===== src/rtl/padctrl_pkg.sv =====
// padctrl_pkg: register map and CTRL field layout for padctrl_bank.
// Shared with the software header generator, so addresses must stay stable.
package padctrl_pkg;

    localparam int BUS_AW = 4;
    localparam int BUS_DW = 32;

    localparam logic [3:0] ADDR_CTRL       = 4'd0;
    localparam logic [3:0] ADDR_PU         = 4'd1;
    localparam logic [3:0] ADDR_PD         = 4'd2;
    localparam logic [3:0] ADDR_KEEP       = 4'd3;
    localparam logic [3:0] ADDR_IN         = 4'd4;
    localparam logic [3:0] ADDR_RISE_EN    = 4'd5;
    localparam logic [3:0] ADDR_FALL_EN    = 4'd6;
    localparam logic [3:0] ADDR_IRQ_STATUS = 4'd7;
    localparam logic [3:0] ADDR_STATUS     = 4'd8;

    localparam int CTRL_SCHMITT_BIT    = 0;
    localparam int CTRL_SLEW_BIT       = 1;
    localparam int CTRL_DRIVE_LSB      = 2;
    localparam int CTRL_DRIVE_MSB      = 3;
    localparam int STATUS_RELEASED_BIT = 0;

    // Member order matches the CTRL bit positions above (schmitt is bit 0).
    typedef struct packed {
        logic [1:0] drive;
        logic       slew;
        logic       schmitt;
    } ctrl_t;

endpackage


===== src/rtl/padctrl_bank_if.sv =====
// padctrl_bank_if: simple register bus into padctrl_bank (single-cycle strobes, registered read data).
interface padctrl_bank_if;
    import padctrl_pkg::*;

    logic [BUS_AW-1:0] addr;
    logic              wen;
    logic              ren;
    logic [BUS_DW-1:0] wdata;
    logic [BUS_DW-1:0] rdata;

    modport master (output addr, output wen, output ren, output wdata, input  rdata);
    modport slave  (input  addr, input  wen, input  ren, input  wdata, output rdata);

endinterface


===== src/rtl/padctrl_sync.sv =====
// padctrl_sync: WIDTH-bit, STAGES-deep synchroniser for asynchronous pad inputs.
module padctrl_sync #(
    parameter int WIDTH  = 16,
    parameter int STAGES = 2
) (
    input  logic             clk,
    input  logic             rst,
    input  logic [WIDTH-1:0] d,
    output logic [WIDTH-1:0] q
);

    logic [STAGES-1:0][WIDTH-1:0] stage_q;
    logic [STAGES-1:0][WIDTH-1:0] stage_d;

    assign stage_d = {stage_q[STAGES-2:0], d};
    assign q       = stage_q[STAGES-1];

    // NOTE: every stage is reset, not just the last, so no stale pad value can
    // ripple out onto q during the first cycles after reset.
    always_ff @(posedge clk) begin
        // NOTE: non-blocking assignment so all stages sample their old neighbour on the same edge.
        if (rst) stage_q <= '0;
        else     stage_q <= stage_d;
    end

endmodule


===== src/rtl/padctrl_bank.sv =====
// padctrl_bank: register-configured controller for a row of bidirectional pads with
// sequenced output release, pull/keeper control, input synchronisers and edge interrupts.
module padctrl_bank
    import padctrl_pkg::*;
#(
    parameter int                N_PADS        = 16,
    parameter int                SYNC_STAGES   = 2,
    parameter int                RELEASE_DELAY = 16,
    parameter logic [N_PADS-1:0] PU_RESET      = '0,
    parameter logic [N_PADS-1:0] PD_RESET      = '1,
    parameter logic [N_PADS-1:0] KEEP_RESET    = '0
) (
    input  logic              clk,
    input  logic              rst,
    input  logic [N_PADS-1:0] core_out,
    input  logic [N_PADS-1:0] core_oe,
    output logic [N_PADS-1:0] sync_in,
    input  logic [N_PADS-1:0] padin,
    output logic [N_PADS-1:0] padout,
    output logic [N_PADS-1:0] padoe,
    output logic [N_PADS-1:0] pad_ie,
    output logic [N_PADS-1:0] pad_pu,
    output logic [N_PADS-1:0] pad_pd,
    output logic              pad_schmitt,
    output logic              pad_slew,
    output logic [1:0]        pad_drive,
    output logic              enable_fixed_outputs,
    padctrl_bank_if.slave     bus,
    output logic              irq
);

    localparam int CNT_W = $clog2(RELEASE_DELAY + 1);

    logic [CNT_W-1:0]  cnt_q, cnt_d;
    ctrl_t             ctrl_q, ctrl_d;
    logic [N_PADS-1:0] pu_q, pu_d, pd_q, pd_d, keep_en_q, keep_en_d;
    logic [N_PADS-1:0] rise_en_q, rise_en_d, fall_en_q, fall_en_d;
    logic [N_PADS-1:0] irq_status_q, irq_status_d;
    logic [N_PADS-1:0] keep_q, keep_d, prev_q, prev_d;
    logic [31:0]       rdata_q, rdata_d, rd_mux;
    logic [N_PADS-1:0] wdata_n, rise, fall, irq_set;
    logic              released;
    logic              unused_wdata;

    padctrl_sync #(
        .WIDTH  (N_PADS),
        .STAGES (SYNC_STAGES)
    ) u_sync (
        .clk (clk),
        .rst (rst),
        .d   (padin),
        .q   (sync_in)
    );

    assign released             = (cnt_q == CNT_W'(RELEASE_DELAY));
    assign enable_fixed_outputs = released;
    assign cnt_d                = released ? cnt_q : cnt_q + CNT_W'(1);

    assign padout      = core_out;
    assign padoe       = core_oe & {N_PADS{released}};
    assign pad_ie      = ~padoe;
    assign pad_schmitt = ctrl_q.schmitt;
    assign pad_slew    = ctrl_q.slew;
    assign pad_drive   = ctrl_q.drive;

    // Before release, KEEP acts as an extra pull-down so undriven pads sit low.
    always_comb begin
        pad_pu = '0;
        pad_pd = '0;
        if (released) begin
            pad_pu = (keep_en_q & keep_q) | (~keep_en_q & pu_q & ~pd_q);
            pad_pd = (keep_en_q & ~keep_q) | (~keep_en_q & pd_q);
        end else begin
            pad_pu = pu_q & ~pd_q & ~keep_en_q;
            pad_pd = pd_q | keep_en_q;
        end
    end

    assign keep_d  = (padoe & padout) | (~padoe & sync_in);
    assign prev_d  = sync_in;
    assign rise    = sync_in & ~prev_q;
    assign fall    = ~sync_in & prev_q;
    assign irq_set = ((rise & rise_en_q) | (fall & fall_en_q)) & {N_PADS{released}};
    assign irq     = |irq_status_q;

    assign wdata_n      = bus.wdata[N_PADS-1:0];
    assign unused_wdata = ^bus.wdata;

    always_comb begin
        // NOTE: every next-state value gets a hold default first, so no path infers a latch.
        ctrl_d       = ctrl_q;
        pu_d         = pu_q;
        pd_d         = pd_q;
        keep_en_d    = keep_en_q;
        rise_en_d    = rise_en_q;
        fall_en_d    = fall_en_q;
        irq_status_d = irq_status_q;
        if (bus.wen) begin
            case (bus.addr)
                ADDR_CTRL:       ctrl_d       = ctrl_t'(bus.wdata[CTRL_DRIVE_MSB:0]);
                ADDR_PU:         pu_d         = wdata_n;
                ADDR_PD:         pd_d         = wdata_n;
                ADDR_KEEP:       keep_en_d    = wdata_n;
                ADDR_RISE_EN:    rise_en_d    = wdata_n;
                ADDR_FALL_EN:    fall_en_d    = wdata_n;
                ADDR_IRQ_STATUS: irq_status_d = irq_status_q & ~wdata_n;
                default:         ;
            endcase
        end
        // Applied after the clear so a fresh edge survives a same-cycle W1C.
        irq_status_d = irq_status_d | irq_set;
    end

    always_comb begin
        rd_mux = '0;
        case (bus.addr)
            ADDR_CTRL:       rd_mux = 32'(ctrl_q);
            ADDR_PU:         rd_mux = 32'(pu_q);
            ADDR_PD:         rd_mux = 32'(pd_q);
            ADDR_KEEP:       rd_mux = 32'(keep_en_q);
            ADDR_IN:         rd_mux = 32'(sync_in);
            ADDR_RISE_EN:    rd_mux = 32'(rise_en_q);
            ADDR_FALL_EN:    rd_mux = 32'(fall_en_q);
            ADDR_IRQ_STATUS: rd_mux = 32'(irq_status_q);
            ADDR_STATUS:     rd_mux[STATUS_RELEASED_BIT] = released;
            default:         rd_mux = '0;
        endcase
    end

    assign rdata_d   = bus.ren ? rd_mux : rdata_q;
    assign bus.rdata = rdata_q;

    always_ff @(posedge clk) begin
        if (rst) begin
            cnt_q        <= '0;
            ctrl_q       <= '0;
            pu_q         <= PU_RESET;
            pd_q         <= PD_RESET;
            keep_en_q    <= KEEP_RESET;
            rise_en_q    <= '0;
            fall_en_q    <= '0;
            irq_status_q <= '0;
            keep_q       <= '0;
            prev_q       <= '0;
            rdata_q      <= '0;
        end else begin
            cnt_q        <= cnt_d;
            ctrl_q       <= ctrl_d;
            pu_q         <= pu_d;
            pd_q         <= pd_d;
            keep_en_q    <= keep_en_d;
            rise_en_q    <= rise_en_d;
            fall_en_q    <= fall_en_d;
            irq_status_q <= irq_status_d;
            keep_q       <= keep_d;
            prev_q       <= prev_d;
            rdata_q      <= rdata_d;
        end
    end

endmodule


===== src/flat_wrapper.sv =====
// flat-port wrapper written by rule: the top's interface ports become plain ports
module padctrl_bank_flat import padctrl_pkg::*;
#(
    parameter int                N_PADS        = 16,
    parameter int                SYNC_STAGES   = 2,
    parameter int                RELEASE_DELAY = 16,
    parameter logic [N_PADS-1:0] PU_RESET      = '0,
    parameter logic [N_PADS-1:0] PD_RESET      = '1,
    parameter logic [N_PADS-1:0] KEEP_RESET    = '0
)
  (clk, rst, core_out, core_oe, sync_in, padin, padout, padoe, pad_ie, pad_pu, pad_pd, pad_schmitt, pad_slew, pad_drive, enable_fixed_outputs, irq, bus_addr, bus_wen, bus_ren, bus_wdata, bus_rdata);
  padctrl_bank_if bus_i ();
  input  logic clk;
  input  logic rst;
  input  logic [N_PADS-1:0] core_out;
  input  logic [N_PADS-1:0] core_oe;
  output logic [N_PADS-1:0] sync_in;
  input  logic [N_PADS-1:0] padin;
  output logic [N_PADS-1:0] padout;
  output logic [N_PADS-1:0] padoe;
  output logic [N_PADS-1:0] pad_ie;
  output logic [N_PADS-1:0] pad_pu;
  output logic [N_PADS-1:0] pad_pd;
  output logic pad_schmitt;
  output logic pad_slew;
  output logic [1:0] pad_drive;
  output logic enable_fixed_outputs;
  output logic irq;
  input wire logic [$bits(bus_i.addr)-1:0] bus_addr;
  input wire logic [$bits(bus_i.wen)-1:0] bus_wen;
  input wire logic [$bits(bus_i.ren)-1:0] bus_ren;
  input wire logic [$bits(bus_i.wdata)-1:0] bus_wdata;
  output wire logic [$bits(bus_i.rdata)-1:0] bus_rdata;
  assign bus_i.addr = bus_addr;
  assign bus_i.wen = bus_wen;
  assign bus_i.ren = bus_ren;
  assign bus_i.wdata = bus_wdata;
  assign bus_rdata = bus_i.rdata;
  padctrl_bank #(.N_PADS(N_PADS), .SYNC_STAGES(SYNC_STAGES), .RELEASE_DELAY(RELEASE_DELAY), .PU_RESET(PU_RESET), .PD_RESET(PD_RESET), .KEEP_RESET(KEEP_RESET)) u_core (.clk(clk), .rst(rst), .core_out(core_out), .core_oe(core_oe), .sync_in(sync_in), .padin(padin), .padout(padout), .padoe(padoe), .pad_ie(pad_ie), .pad_pu(pad_pu), .pad_pd(pad_pd), .pad_schmitt(pad_schmitt), .pad_slew(pad_slew), .pad_drive(pad_drive), .enable_fixed_outputs(enable_fixed_outputs), .bus(bus_i), .irq(irq));
endmodule

===== config.mk =====
export PLATFORM = sky130hd
export DESIGN_NAME = padctrl_bank_flat
export DESIGN_NICKNAME = d
export VERILOG_FILES = /design/src/rtl/padctrl_pkg.sv /design/src/rtl/padctrl_bank_if.sv /design/src/rtl/padctrl_sync.sv /design/src/rtl/padctrl_bank.sv /design/src/flat_wrapper.sv
export SDC_FILE = /design/constraint.sdc
export NUM_CORES = 1
export LEC_CHECK = 0
export ABC_AREA = 1
export ABC_CLOCK_PERIOD_IN_PS = 1820
export BUFFER_PORTS_ARGS = -buffer_cell sky130_fd_sc_hd__buf_4
export CAP_MARGIN = 10
export CORE_MARGIN = 3
export CORE_UTILIZATION = 50
export CTS_CLUSTER_SIZE = 25
export DETAILED_ROUTE_END_ITERATION = 8
export PLACE_DENSITY = 0.76
export SLEW_MARGIN = 15
export SYNTH_ARGS = -nofsm -noshare
export SYNTH_HDL_FRONTEND = slang
export SYNTH_SLANG_ARGS = --single-unit

===== constraint.sdc =====
create_clock -name clk -period 1.82 [get_ports clk]
set_input_delay 0.273 -clock clk [delete_from_list [all_inputs] [get_ports clk]]
set_output_delay 0.273 -clock clk [all_outputs]
set_load 0.01 [all_outputs]

==> results.yml <==
logic_synthesis:
  synth.area.mux_share: 0
  synth_area_leaders: "dfxtp_1 46%, a21oi_1 8.4%, o21ai_0 8.3%"
  yosysTopAreaCell: "dfxtp_1"
  synth.distinct_cells: 26
  synthArstFlopShare: 0
  ys_seq_area_frac: 0.458
  synthCells: 1125
  synth_most_common_cell: "dfxtp_1"
  synth_top_area_frac: 0.458
  synth-adder-area-share: 0.00310
  yosys_warnings: 0
  synth_top_family_by_area: "compound AO/OA/AOI/OAI gates"
  ys.flop_type: "dfxtp_1"
  synth-compound-area-share: 0.218
  synth_common_cells: "185 x dfxtp_1, 165 x nand2_1, 160 x inv_1, 135 x a21oi_1, 134 x o21ai_0"
  syn_avg_cell_area_um2: 7.19
  synthesis.area_um2: 8080
  synth-simple-area-share: 0.183
  synth-seq-cells: 185
  synthXorXnorAreaFrac: 0.00217
  synth-edff-count: 0
worst_hold_path:
  worstHoldPathType: "in2reg"
setup_path:
  cp-startpoint: "u_core.cnt_q[1]$_SDFFE_PP0N_"
  rr_endpoint: "u_core.keep_q[11]$_SDFF_PP0_"
  cp.required_ns: 1.55
  endpoint: "pad_pu[13]"
  crit_path_end_kind: "output port"
  crit_type: "reg2out"
  crit_fanout: 8
  worstPathArrival_ns: 1.86
  r2r_slack_ns: 0.09
  cp-start-kind: "flip-flop"
  r2r-start: "u_core.cnt_q[1]$_SDFFE_PP0N_"
  rr_worst_depth: 13
cts:
  cts_made_buffers: 17
  cts_tree: "yes"
  path_clk_slew_ns: 0.06
  h-tree-depth: 4
  ctsLongestPathBuffers: 2
  clkSinkCount: 185
  ctsRootBufferMaster: "clkbuf_16"
  insertion_delay_ns: 0.43
  ctsHoldBuffers: 0
global_routing:
  grt_pass1_vias: 7729
  grt_max_degree: 84
  overflow: 0
  grt_pass1_wl_um: 41900
  antenna_found_initial: 0
  track_usage: 0.299
timing:
  fin_crit_sh: 1.17
  setup_violations: 65
  worst_slack_ns: -0.309
  hold_slack_ns: 0.0413
  hold_viol: 0
  fin_worst_skew_ns: 0.00541
  period_needed_ns: 2.13
  max_freq_mhz: 470
  slew_viol_final: 0
  rsz0062_at_grt: "true"
power_and_ir_drop:
  powerDensity_nw_per_um2: 771
  p_seq_frac: 0.469
  clkPwrFrac: 0.442
  combPwrFrac: 0.089
  p_leak_nw: 4.83
  ir_drop_mv: 0.631
  p_switching_mw: 2.15
  p_int_mw: 6.87
  p_sw_frac: 0.239
floorplan:
  start_util: 0.522
  die_area_um2: 17700
  std_cell_rows: 45
  die_y_um: 133
  design.core.area_um2: 15500
  ioPinCount: 222
  die_w_um: 133
layout:
  drive_gt1_frac: 0.288
  synthToLayoutAreaGrowth_pct: 44.7
  layout.nets: 1419
  diodes: 0
  fillers: 1106
  multiInputGateArea_um2: 4090
  regArea_um2: 3710
drt:
  route.detailed.drc: 0
  routedWlPerCell_um: 18.1
  antenna_left: 0
  drt-initial-drc-count: 1124
  drt_first_pass_iters: 6
  viasPerCell: 5.54
  vias: 8603
  routed_wl_um: 28100
outcome:
  status: "finished, violations left"
  failed_checks: "setup timing"
placed_design:
  place_hpwl_um: 17200
  port_buffers: 189
  gp_congestion: 0.935
  place_ws_ns: -0.00378
flow_run:
  maxCapViolations: 0
registers in the layout, summed over array words and instances, names as in the netlist, 16 cells and up:
register and cells:
u_core.keep_q 16, u_core.fall_en_q 16, u_core.bus.rdata 16, u_core.pu_q 16, u_core.u_sync.stage_d 16, u_core.prev_q 16
u_core.pd_q 16, u_core.keep_en_q 16, u_core.u_sync.q 16, u_core.rise_en_q 16, u_core.irq_status_q 16
final cells by class:
type | count | share of cell area
tap | 211 | 0.0226
multi-input combinational | 704 | 0.350
clock buffer | 21 | 0.0402
clock inverter | 11 | 0.0143
timing repair buffer | 257 | 0.196
inverter | 161 | 0.0543
timing repair inverter | 3 | 0.00588
sequential | 185 | 0.317
metal layers:
layer / vias up / part of all wire / routed length, um / global-route usage
met5: - / 0 / 0 / 0
met1: 3916 / 0.39 / 11000 / 0.416
met3: 71 / 0.12 / 3440 / 0.0699
li1: 4048 / - / - / -
met2: 568 / 0.46 / 12800 / 0.454
met4: 0 / 0.030 / 831 / 0.111
metrics by stage:
step | instance area, um2 | total power, mW | utilization | TNS, ns | std cells
floorplan | 8140 | 4.69 | - | 0 | 1140
global placement | 9650 | 5.02 | 0.623 | 0 | 1485
detailed placement | 9650 | 5.03 | 0.623 | -0.00378 | 1485
CTS | 11500 | 8.99 | 0.740 | -12.66 | 1545
global route | 11700 | 9.31 | 0.756 | -17.18 | 1553
finish | 11700 | 9.03 | 0.756 | -13.42 | 1553
power by group through the flow:
stage	logic, mW	registers [mW]	clock network, mW
after detailed placement	0.724	4.31	0
after global routing	0.871	4.23	4.20
final	0.807	4.23	3.99
after CTS	0.764	4.22	4.01
after global placement	0.716	4.30	0
after floorplan	0.395	4.30	0
cell usage in the layout, fill, tap and decap left out, drive strengths merged, types with 16 or more instances in the layout:
cell type	instances
o32ai	16
nand2	165
nor2	122
inv	162
nand3	70
dfxtp	185
clkbuf	21
o221ai	16
buf	257
conb	16
o21ai	137
a21oi	135
o31ai	16
worst min-delay path by stage:
stage                                               startpoint                                    to  slack [ns]  cells past startpoint
final                                                 padin[5]  u_core.u_sync.stage_d[21]$_SDFF_PP0_        0.04                      3
after global routing                                  padin[2]  u_core.u_sync.stage_d[18]$_SDFF_PP0_        0.04                      3
after CTS                                             padin[5]  u_core.u_sync.stage_d[21]$_SDFF_PP0_        0.03                      3
after detailed placement  u_core.u_sync.stage_d[27]$_SDFF_PP0_        u_core.u_sync.q[11]$_SDFF_PP0_        0.39                      2
after global placement    u_core.u_sync.stage_d[27]$_SDFF_PP0_        u_core.u_sync.q[11]$_SDFF_PP0_        0.39                      2
after floorplan                                       padin[0]  u_core.u_sync.stage_d[16]$_SDFF_PP0_        0.38                      2
repair_timing:
action | CTS | global route
setup endpoints to repair | 66 | 65
resized for setup | 175 | 43
pin swaps | 20 | 12
cloned | 7 | 0
setup buffers | 21 | 9
hold endpoints to repair | 0 | 0
logic make-up after synthesis:
| family | Yosys count |
|---|---|
| and+or+nand+nor | 364 |
| AOI/OAI and AO/OA | 320 |
| buffers and inverters | 251 |
| DFF | 185 |
| xor gates and xnor gates | 2 |
| adders and majority gates | 2 |
| other | 1 |
worst max-delay path, stage by stage, from the launching register on:
cell	delay, ns
dfxtp_2	0.32
inv_2	0.07
ha_4	0.13
nand2_2	0.05
inv_2	0.09
nand2_8	0.06
buf_12	0.14
buf_12	0.13
buf_16	0.15
o32ai_4	0.14
buf_6	0.15
Power figures use the tool's default switching activity.
